## config.mk

```make
export PLATFORM = sky130hd
export DESIGN_NAME = triangle_channel
export DESIGN_NICKNAME = d
export VERILOG_FILES = /design/src/rtl/triangle_channel.sv
export SDC_FILE = /design/constraint.sdc
export NUM_CORES = 1
export LEC_CHECK = 0
export BUFFER_PORTS_ARGS = -buffer_cell sky130_fd_sc_hd__buf_4
export CAP_MARGIN = 10
export CORE_MARGIN = 10
export CORE_UTILIZATION = 44
export DETAILED_ROUTE_END_ITERATION = 10
export GPL_ROUTABILITY_DRIVEN = 0
export PLACE_DENSITY = 0.74
export REMOVE_ABC_BUFFERS = 1
export SLEW_MARGIN = 5
export SYNTH_ARGS = -nofsm -noshare
export SYNTH_HDL_FRONTEND = slang
export SYNTH_SLANG_ARGS = --single-unit
```

## constraint.sdc

```tcl
create_clock -name clk -period 2 [get_ports clk]
set_input_delay 0.4 -clock clk [delete_from_list [all_inputs] [get_ports clk]]
set_output_delay 0.4 -clock clk [all_outputs]
set_load 0.01 [all_outputs]
```

## src/rtl/triangle_channel.sv

```systemverilog
// NES APU triangle channel: 11-bit timer, linear counter, length counter and
// a 32-step sequencer that produces the 4-bit triangle level for the mixer.
module triangle_channel #(
    parameter bit SILENCE_ULTRASONIC = 1'b1
) (
    input  logic       clk,
    input  logic       reset_n,
    input  logic       cpu_ce,
    input  logic       reg_we,
    input  logic [1:0] reg_addr,
    input  logic [7:0] reg_wdata,
    input  logic       enable,
    input  logic       quarter_frame,
    input  logic       half_frame,
    output logic [3:0] tr_out,
    output logic       length_nz
);

    logic [10:0] period_q, period_d;
    logic [10:0] timer_q, timer_d;
    logic [4:0]  step_q, step_d;
    logic [6:0]  linear_q, linear_d;
    logic [6:0]  reload_val_q, reload_val_d;
    logic        reload_flag_q, reload_flag_d;
    logic        control_q, control_d;
    logic [7:0]  length_q, length_d;
    logic [3:0]  tr_q, tr_d;

    logic wr_4008, wr_400a, wr_400b;
    logic tick, silent;

    function automatic logic [7:0] len_lut(input logic [4:0] idx);
        case (idx)
            5'd0:  len_lut = 8'd10;
            5'd1:  len_lut = 8'd254;
            5'd2:  len_lut = 8'd20;
            5'd3:  len_lut = 8'd2;
            5'd4:  len_lut = 8'd40;
            5'd5:  len_lut = 8'd4;
            5'd6:  len_lut = 8'd80;
            5'd7:  len_lut = 8'd6;
            5'd8:  len_lut = 8'd160;
            5'd9:  len_lut = 8'd8;
            5'd10: len_lut = 8'd60;
            5'd11: len_lut = 8'd10;
            5'd12: len_lut = 8'd14;
            5'd13: len_lut = 8'd12;
            5'd14: len_lut = 8'd26;
            5'd15: len_lut = 8'd14;
            5'd16: len_lut = 8'd12;
            5'd17: len_lut = 8'd16;
            5'd18: len_lut = 8'd24;
            5'd19: len_lut = 8'd18;
            5'd20: len_lut = 8'd48;
            5'd21: len_lut = 8'd20;
            5'd22: len_lut = 8'd96;
            5'd23: len_lut = 8'd22;
            5'd24: len_lut = 8'd192;
            5'd25: len_lut = 8'd24;
            5'd26: len_lut = 8'd72;
            5'd27: len_lut = 8'd26;
            5'd28: len_lut = 8'd16;
            5'd29: len_lut = 8'd28;
            5'd30: len_lut = 8'd32;
            default: len_lut = 8'd30;
        endcase
    endfunction

    assign wr_4008 = reg_we && (reg_addr == 2'd0);
    assign wr_400a = reg_we && (reg_addr == 2'd2);
    assign wr_400b = reg_we && (reg_addr == 2'd3);

    // Periods below 2 would toggle far above audible range; freezing avoids aliasing pops.
    assign silent = SILENCE_ULTRASONIC && (period_q < 11'd2);

    always_comb begin
        period_d      = period_q;
        timer_d       = timer_q;
        step_d        = step_q;
        linear_d      = linear_q;
        reload_val_d  = reload_val_q;
        reload_flag_d = reload_flag_q;
        control_d     = control_q;
        length_d      = length_q;
        tick          = 1'b0;

        if (wr_4008) begin
            control_d    = reg_wdata[7];
            reload_val_d = reg_wdata[6:0];
        end
        if (wr_400a) period_d[7:0]  = reg_wdata;
        if (wr_400b) period_d[10:8] = reg_wdata[2:0];

        if (cpu_ce) begin
            if (timer_q == 11'd0) begin
                timer_d = period_q;
                tick    = 1'b1;
            end else begin
                timer_d = timer_q - 11'd1;
            end
        end

        if (tick && (linear_q != 7'd0) && (length_q != 8'd0) && !silent)
            step_d = step_q + 5'd1;

        // Quarter tick sees the flag as it stood before any coincident $400B write.
        if (quarter_frame) begin
            if (reload_flag_q)           linear_d = reload_val_q;
            else if (linear_q != 7'd0)   linear_d = linear_q - 7'd1;
            if (!control_q)              reload_flag_d = 1'b0;
        end
        if (wr_400b) reload_flag_d = 1'b1;

        if (!enable)
            length_d = 8'd0;
        else if (wr_400b)
            length_d = len_lut(reg_wdata[7:3]);
        else if (half_frame && (length_q != 8'd0) && !control_q)
            length_d = length_q - 8'd1;
    end

    // Steps 0..15 descend 15..0, steps 16..31 ascend 0..15.
    assign tr_d = step_q[4] ? step_q[3:0] : ~step_q[3:0];

    always_ff @(posedge clk or negedge reset_n) begin
        if (!reset_n) begin
            period_q      <= '0;
            timer_q       <= '0;
            step_q        <= '0;
            linear_q      <= '0;
            reload_val_q  <= '0;
            reload_flag_q <= 1'b0;
            control_q     <= 1'b0;
            length_q      <= '0;
            tr_q          <= 4'd15;
        end else begin
            period_q      <= period_d;
            timer_q       <= timer_d;
            step_q        <= step_d;
            linear_q      <= linear_d;
            reload_val_q  <= reload_val_d;
            reload_flag_q <= reload_flag_d;
            control_q     <= control_d;
            length_q      <= length_d;
            tr_q          <= tr_d;
        end
    end

    assign tr_out    = tr_q;
    assign length_nz = (length_q != 8'd0);

endmodule

```

Yosys cells after proc, flatten, opt, wreduce, memory -nomap -nowiden
Memories as Yosys holds them, arrays and structs flattened.
Index checks and enable logic that the tools add are counted.
{"block": "totals", "in_bits": 17, "n_memories": 1, "register_bits": 55, "elab_cells": 51, "output_inout_bits": 5, "rom_bits": 224}
{"name": "(no name shown)", "words": 32, "word_bits": 7, "read_ports": 1, "rd_clocked_by_memory_dff": 0, "write_ports": 0, "line_no": "33", "source": "case (idx)"}
{"block": "op_classes", "muxes": 12, "addsub": 4, "n_reduce_logical": 18, "n_eq_ne": 4, "magnitude_cmp": 1, "n_bitwise": 1}
{"op": "8-bit two-way mux", "count": 3}
{"op": "7-bit two-way mux", "count": 2}
{"op": "11-bit zero test", "count": 1}
{"op": "11-bit by 2-bit less-than comparator with 1-bit output (second input constant)", "count": 1}
{"op": "11-bit two-way mux", "count": 1}
{"op": "11-bit by 1-bit subtractor with 11-bit output (second input constant)", "count": 1}
{"op": "1-bit logical AND", "count": 8}
{"op": "8-bit nonzero test", "count": 1}
{"op": "8-bit by 1-bit subtractor with 8-bit output (second input constant)", "count": 1}
{"op": "7-bit nonzero test", "count": 1}
{"op": "7-bit by 1-bit subtractor with 7-bit output (second input constant)", "count": 1}
{"op": "5-bit by 1-bit adder with 5-bit output (second input constant)", "count": 1}
{"op": "1-bit two-way mux", "count": 5}
{"op": "2-bit == test (second input constant)", "count": 2}
{"op": "4-bit two-way mux", "count": 1}
{"op": "4-bit inverter", "count": 1}
{"op": "2-bit AND reduction", "count": 2}
{"op": "2-bit nonzero test", "count": 2}
{"op": "3-bit by 1-bit != test with 1-bit output (second input constant)", "count": 1}
{"op": "1-bit zero test", "count": 2}
{"op": "2-bit zero test", "count": 1}
{"op": "2-bit by 1-bit != test with 1-bit output (second input constant)", "count": 1}

Logic depth before layout (Yosys ltp)
{"block": "logic_depth", "ltp_word": 6, "depth_mapped": 8, "ltp_nobuf": 7}

Worst setup path before layout
No wires, ideal clock.
{"block": "synth_timing", "path_type": "input -> register", "start": "in reg_wdata[3]", "end": "reg length_q[2]", "setup_slack_ps": 104, "cell_stages": 7, "setup_ps": 120, "arrival_ps": 1776, "path_cell_list": "clkbuf_1 -> inv_1 -> ha_1 -> mux4_2 -> o21ai_1 -> nand2_1 -> o211a_1"}
{"block": "synth_via", "elab_chain_len": 3}
{"element": "start: declaration", "line_no": "11", "source": "input logic [7:0] reg_wdata,"}
{"element": "memory 32 x 7 bit"}
{"element": "8-bit two-way mux", "line_no": "116", "source": "else if (wr_400b)"}
{"element": "8-bit two-way mux", "line_no": "114", "source": "if (!enable)"}
{"element": "end signal: assignment", "line_no": "144", "source": "length_q <= length_d;"}
{"element": "end: declaration", "line_no": "26", "source": "logic [7:0] length_q, length_d;"}
Every way passes these cells.
A chain may end at the register's enable or synchronous reset.

Worst setup path in the final report
{"block": "layout_timing", "start": "reg length_q[3]", "end": "reg length_q[5]"}
{"block": "layout_via", "elab_chain_len": 4, "elab_cells_between_ends": 8, "classes_between": "add/sub (1); eq/ne (1); mux (3); reduce/logical (3)"}
{"element": "8-bit by 1-bit subtractor with 8-bit output / 8-bit nonzero test (equally long branches)", "line_no": "119, 118"}
{"element": "8-bit two-way mux / 1-bit logical AND (equally long branches)", "line_no": "118", "source": "else if (half_frame && (length_q != 8'd0) && !control_q)"}
{"element": "8-bit two-way mux / 1-bit logical AND (equally long branches)", "line_no": "116, 118"}
{"element": "8-bit two-way mux / 3-bit by 1-bit != test with 1-bit output (equally long branches)"}
Parallel ways exist; a longest one is shown, timed or not. The select of a mux whose other input is x is not followed.

==> out/metrics.yaml <==
grt:
  grt_max_degree: 56
  track_usage: 0.122
  grt_pass1_vias: 2409
  grt_pass1_wl_um: 11500
  grt_antenna_before_repair: 0
  gr-total-overflow: 0
synth:
  syn_inst: 329
  synth-simple-area-share: 0.211
  synth_seq_cells: 55
  yosysWarnings: 0
  synth_cell_types: 47
  synth-adder-area-share: 0.0518
  synthXorXnorAreaFrac: 0.0391
  synth_compound_area_frac: 0.152
  syn_area_um2: 3140
  ys_seq_area_frac: 0.440
  syn_avg_cell_area_um2: 9.54
  synth_top_family_by_area: "simple AND/OR/NAND/NOR gates"
  synth.area.mux_share: 0.0674
layout:
  fin_area_um2: 3510
  final-instance-count-excl-fill: 447
  layout-area-overhead-vs-synth_pct: 12.0
  nets: 380
  antenna_cells: 0
  drive_gt1_frac: 0.179
routing:
  routed_wl_um: 6750
  vias_per_cell: 5.54
  avgRoutedWirePerCell_um: 15.1
  first_iter_violations: 105
  final_antenna_net_count: 0
  drc: 0
  first_pass_iters: 4
  route.vias.total: 2477
critical_path:
  slowest_delay_ps: 430
  reg2reg_slack_ps: 110
  cp_slowest_cell: "dfrtp_1"
  crit_type: "register to register"
  r2r_start: "length_q[3]$_DFFE_PN0P_"
  r2r-end: "length_q[5]$_DFFE_PN0P_"
  r2r.worst_path.cells: 5
  worst-endpoint-required_ps: 2210
  cp-end-kind: "register"
  worstPathCellList: "nor4b_2 > and3_1 > or3b_1 > xor2_1 > a211oi_1"
  path_max_fanout: 3
  critPathLaunchType: "register"
  cp.arrival_ps: 2100
floorplan:
  start_util: 0.457
  ios: 22
  die_h_um: 104
  die-area_um2: 10900
  die_x_um: 104
  fp.coreArea_um2: 6870
  rows: 30
flow_run:
  cap_violations: 0
sta:
  slew_headroom: 0.538
  drv_slew: 0
  layout_min_cycle_time_ps: 1890
  rsz0062_at_grt: "false"
  fin_tns_setup_ps: 0
  tightest_slew_ps: 692
  clock_skew_ps: 10.1
  setup_violations: 0
  hold_violations: 0
  fmax_mhz: 529
  fin_crit_sh: 0.946
clock_network:
  cts_made_buffers: 5
  clk_latency_ps: 310
  cts_resized: 0
  clockBufferDepth: 2
  cts_sinks: 55
  cts_tree: "built"
  path_clk_slew_ps: 100
  holdBufCountCts: 0
  cts-root-buf: "clkbuf_8"
  cts_setup_buffers: 0
  cts_max_level: 2
placed_design:
  hpwl_um: 5040
  place_area_um2: 3420
  io_buffers: 21
  place_inst: 439
power:
  ir_drop_mv: 0.534
  total_power_w: 0.00345
  powerDensity_nw_per_um2: 981
  leakage_nw: 1.54
hold_path:
  hp-class: "input pin to asynchronous set/reset pin"
outcome:
  status: "finished, final reports clean"
[critical path: cells and delay by family (launching register included)]
kind	cells	cell delay [ps]
AOI/OAI and AO/OA	1	260
and+or+nand+nor	3	960
xor gates and xnor gates	1	150
DFF	1	430
[flip-flops by register name, summed over array words and instances (netlist names)]
name           count
timer_q           11
length_q           8
step_q             5
linear_q           7
period_q          11
reload_flag_q      1
reload_val_q       7
tr_out             4
control_q          1
[Yosys cell counts (all sizes together)]
master / n / area share
dfrtp: 51 / 0.41
nand2: 40 / 0.048
o21ai: 31 / 0.049
a21oi: 20 / 0.032
nor2: 20 / 0.024
clkbuf: 16 / 0.019
inv: 16 / 0.019
mux2: 15 / 0.054
ha: 13 / 0.052
nand3: 9 / 0.014
xnor2: 9 / 0.025
nor4: 8 / 0.025
nor3: 7 / 0.011
nand2b: 6 / 0.012
a211oi: 5 / 0.012
and3: 5 / 0.010
nand3b: 5 / 0.012
xor2: 5 / 0.014
a31oi: 4 / 0.0080
dfstp: 4 / 0.033
a22oi: 3 / 0.0072
nand4: 3 / 0.0060
nand4b: 3 / 0.013
nor2b: 3 / 0.0060
o211ai: 3 / 0.0072
or3: 3 / 0.0060
mux2i: 2 / 0.0064
nor4b: 2 / 0.012
o211a: 2 / 0.0064
o221ai: 2 / 0.0056
o2bb2ai: 2 / 0.0056
o32ai: 2 / 0.0056
or4: 2 / 0.0048
a2111oi: 1 / 0.0028
mux4: 1 / 0.0072
nor3b: 1 / 0.0040
o2111ai: 1 / 0.0028
o22a: 1 / 0.0028
o311ai: 1 / 0.0028
o31ai: 1 / 0.0024
or3b: 1 / 0.0028
[cell type report]
type | instances | area, um2
inverters | 16 | 60.1
fillers | 665 | 3360
multi-input cells | 242 | 1640
clock buffers | 6 | 72.6
clock inverters | 2 | 17.5
repair buffers | 30 | 225
flip-flops and latches | 55 | 1380
well taps | 96 | 120
[per-layer routing]
layer | GRT usage | up-vias | share of wire
met1 | 0.168 | 1198 | 0.48
met5 | 0 | - | 0
li1 | - | 1219 | -
met3 | 0.0254 | 6 | 0.036
met2 | 0.189 | 54 | 0.48
met4 | 0.0308 | 0 | 0.0079
[worst max path at each step]
stage / slack (ps) / startpoint / end
final: 110 / length_q[3]$_DFFE_PN0P_ / length_q[5]$_DFFE_PN0P_
after global routing: 20 / length_q[2]$_DFFE_PN0P_ / length_q[5]$_DFFE_PN0P_
after CTS: 100 / length_q[3]$_DFFE_PN0P_ / length_q[5]$_DFFE_PN0P_
after detailed placement: 90 / reg_wdata[3] / length_q[2]$_DFFE_PN0P_
after global placement: 160 / reg_wdata[3] / length_q[2]$_DFFE_PN0P_
after floorplan: 60 / timer_q[5]$_DFFE_PN0P_ / step_q[1]$_DFFE_PN0P_
[cell usage in the layout, fill, tap and decap left out, types with 5 or more instances in the layout]
cell	instances
nor2_1	20
o21ai_0	21
nor3_1	7
nand3b_1	5
ha_1	13
dfrtp_1	51
nand3_1	9
a211oi_1	5
nand2_1	40
o21ai_1	10
xnor2_1	9
nand2b_1	6
mux2_2	14
xor2_1	5
and3_1	5
clkbuf_8	5
nor4_1	5
buf_4	30
inv_1	16
a21oi_1	20
[power by group]
| part | leakage (nW) | internal, W | switching [W] |
|---|---|---|---|
| sequential | 0.673 | 0.00139 | 0.000325 |
| combinational | 0.826 | 0.000520 | 0.000578 |
| clock | 0.0454 | 0.000253 | 0.000376 |
[stage by stage]
step	setup slack, ps	util	hold WS, ps
6_report	109	0.511	117
5_1_grt	21.1	0.511	164
4_1_cts	99.9	0.511	149
3_5_place_dp	91.6	0.498	491
3_3_place_gp	158	0.498	474
2_1_floorplan	56.6	-	104
[cell families (layout without fill, tap and decap cells)]
kind of cell	count (synthesis)	after routing
AO/OA/AOI/OAI	79	79
XOR/XNOR	14	14
adder cells (fa/ha/maj)	13	13
buffers and inverters	32	54
flip-flops	55	55
multiplexers	18	18
AND/OR/NAND/NOR	118	118
No activity file was read; power rests on OpenSTA's default activity.
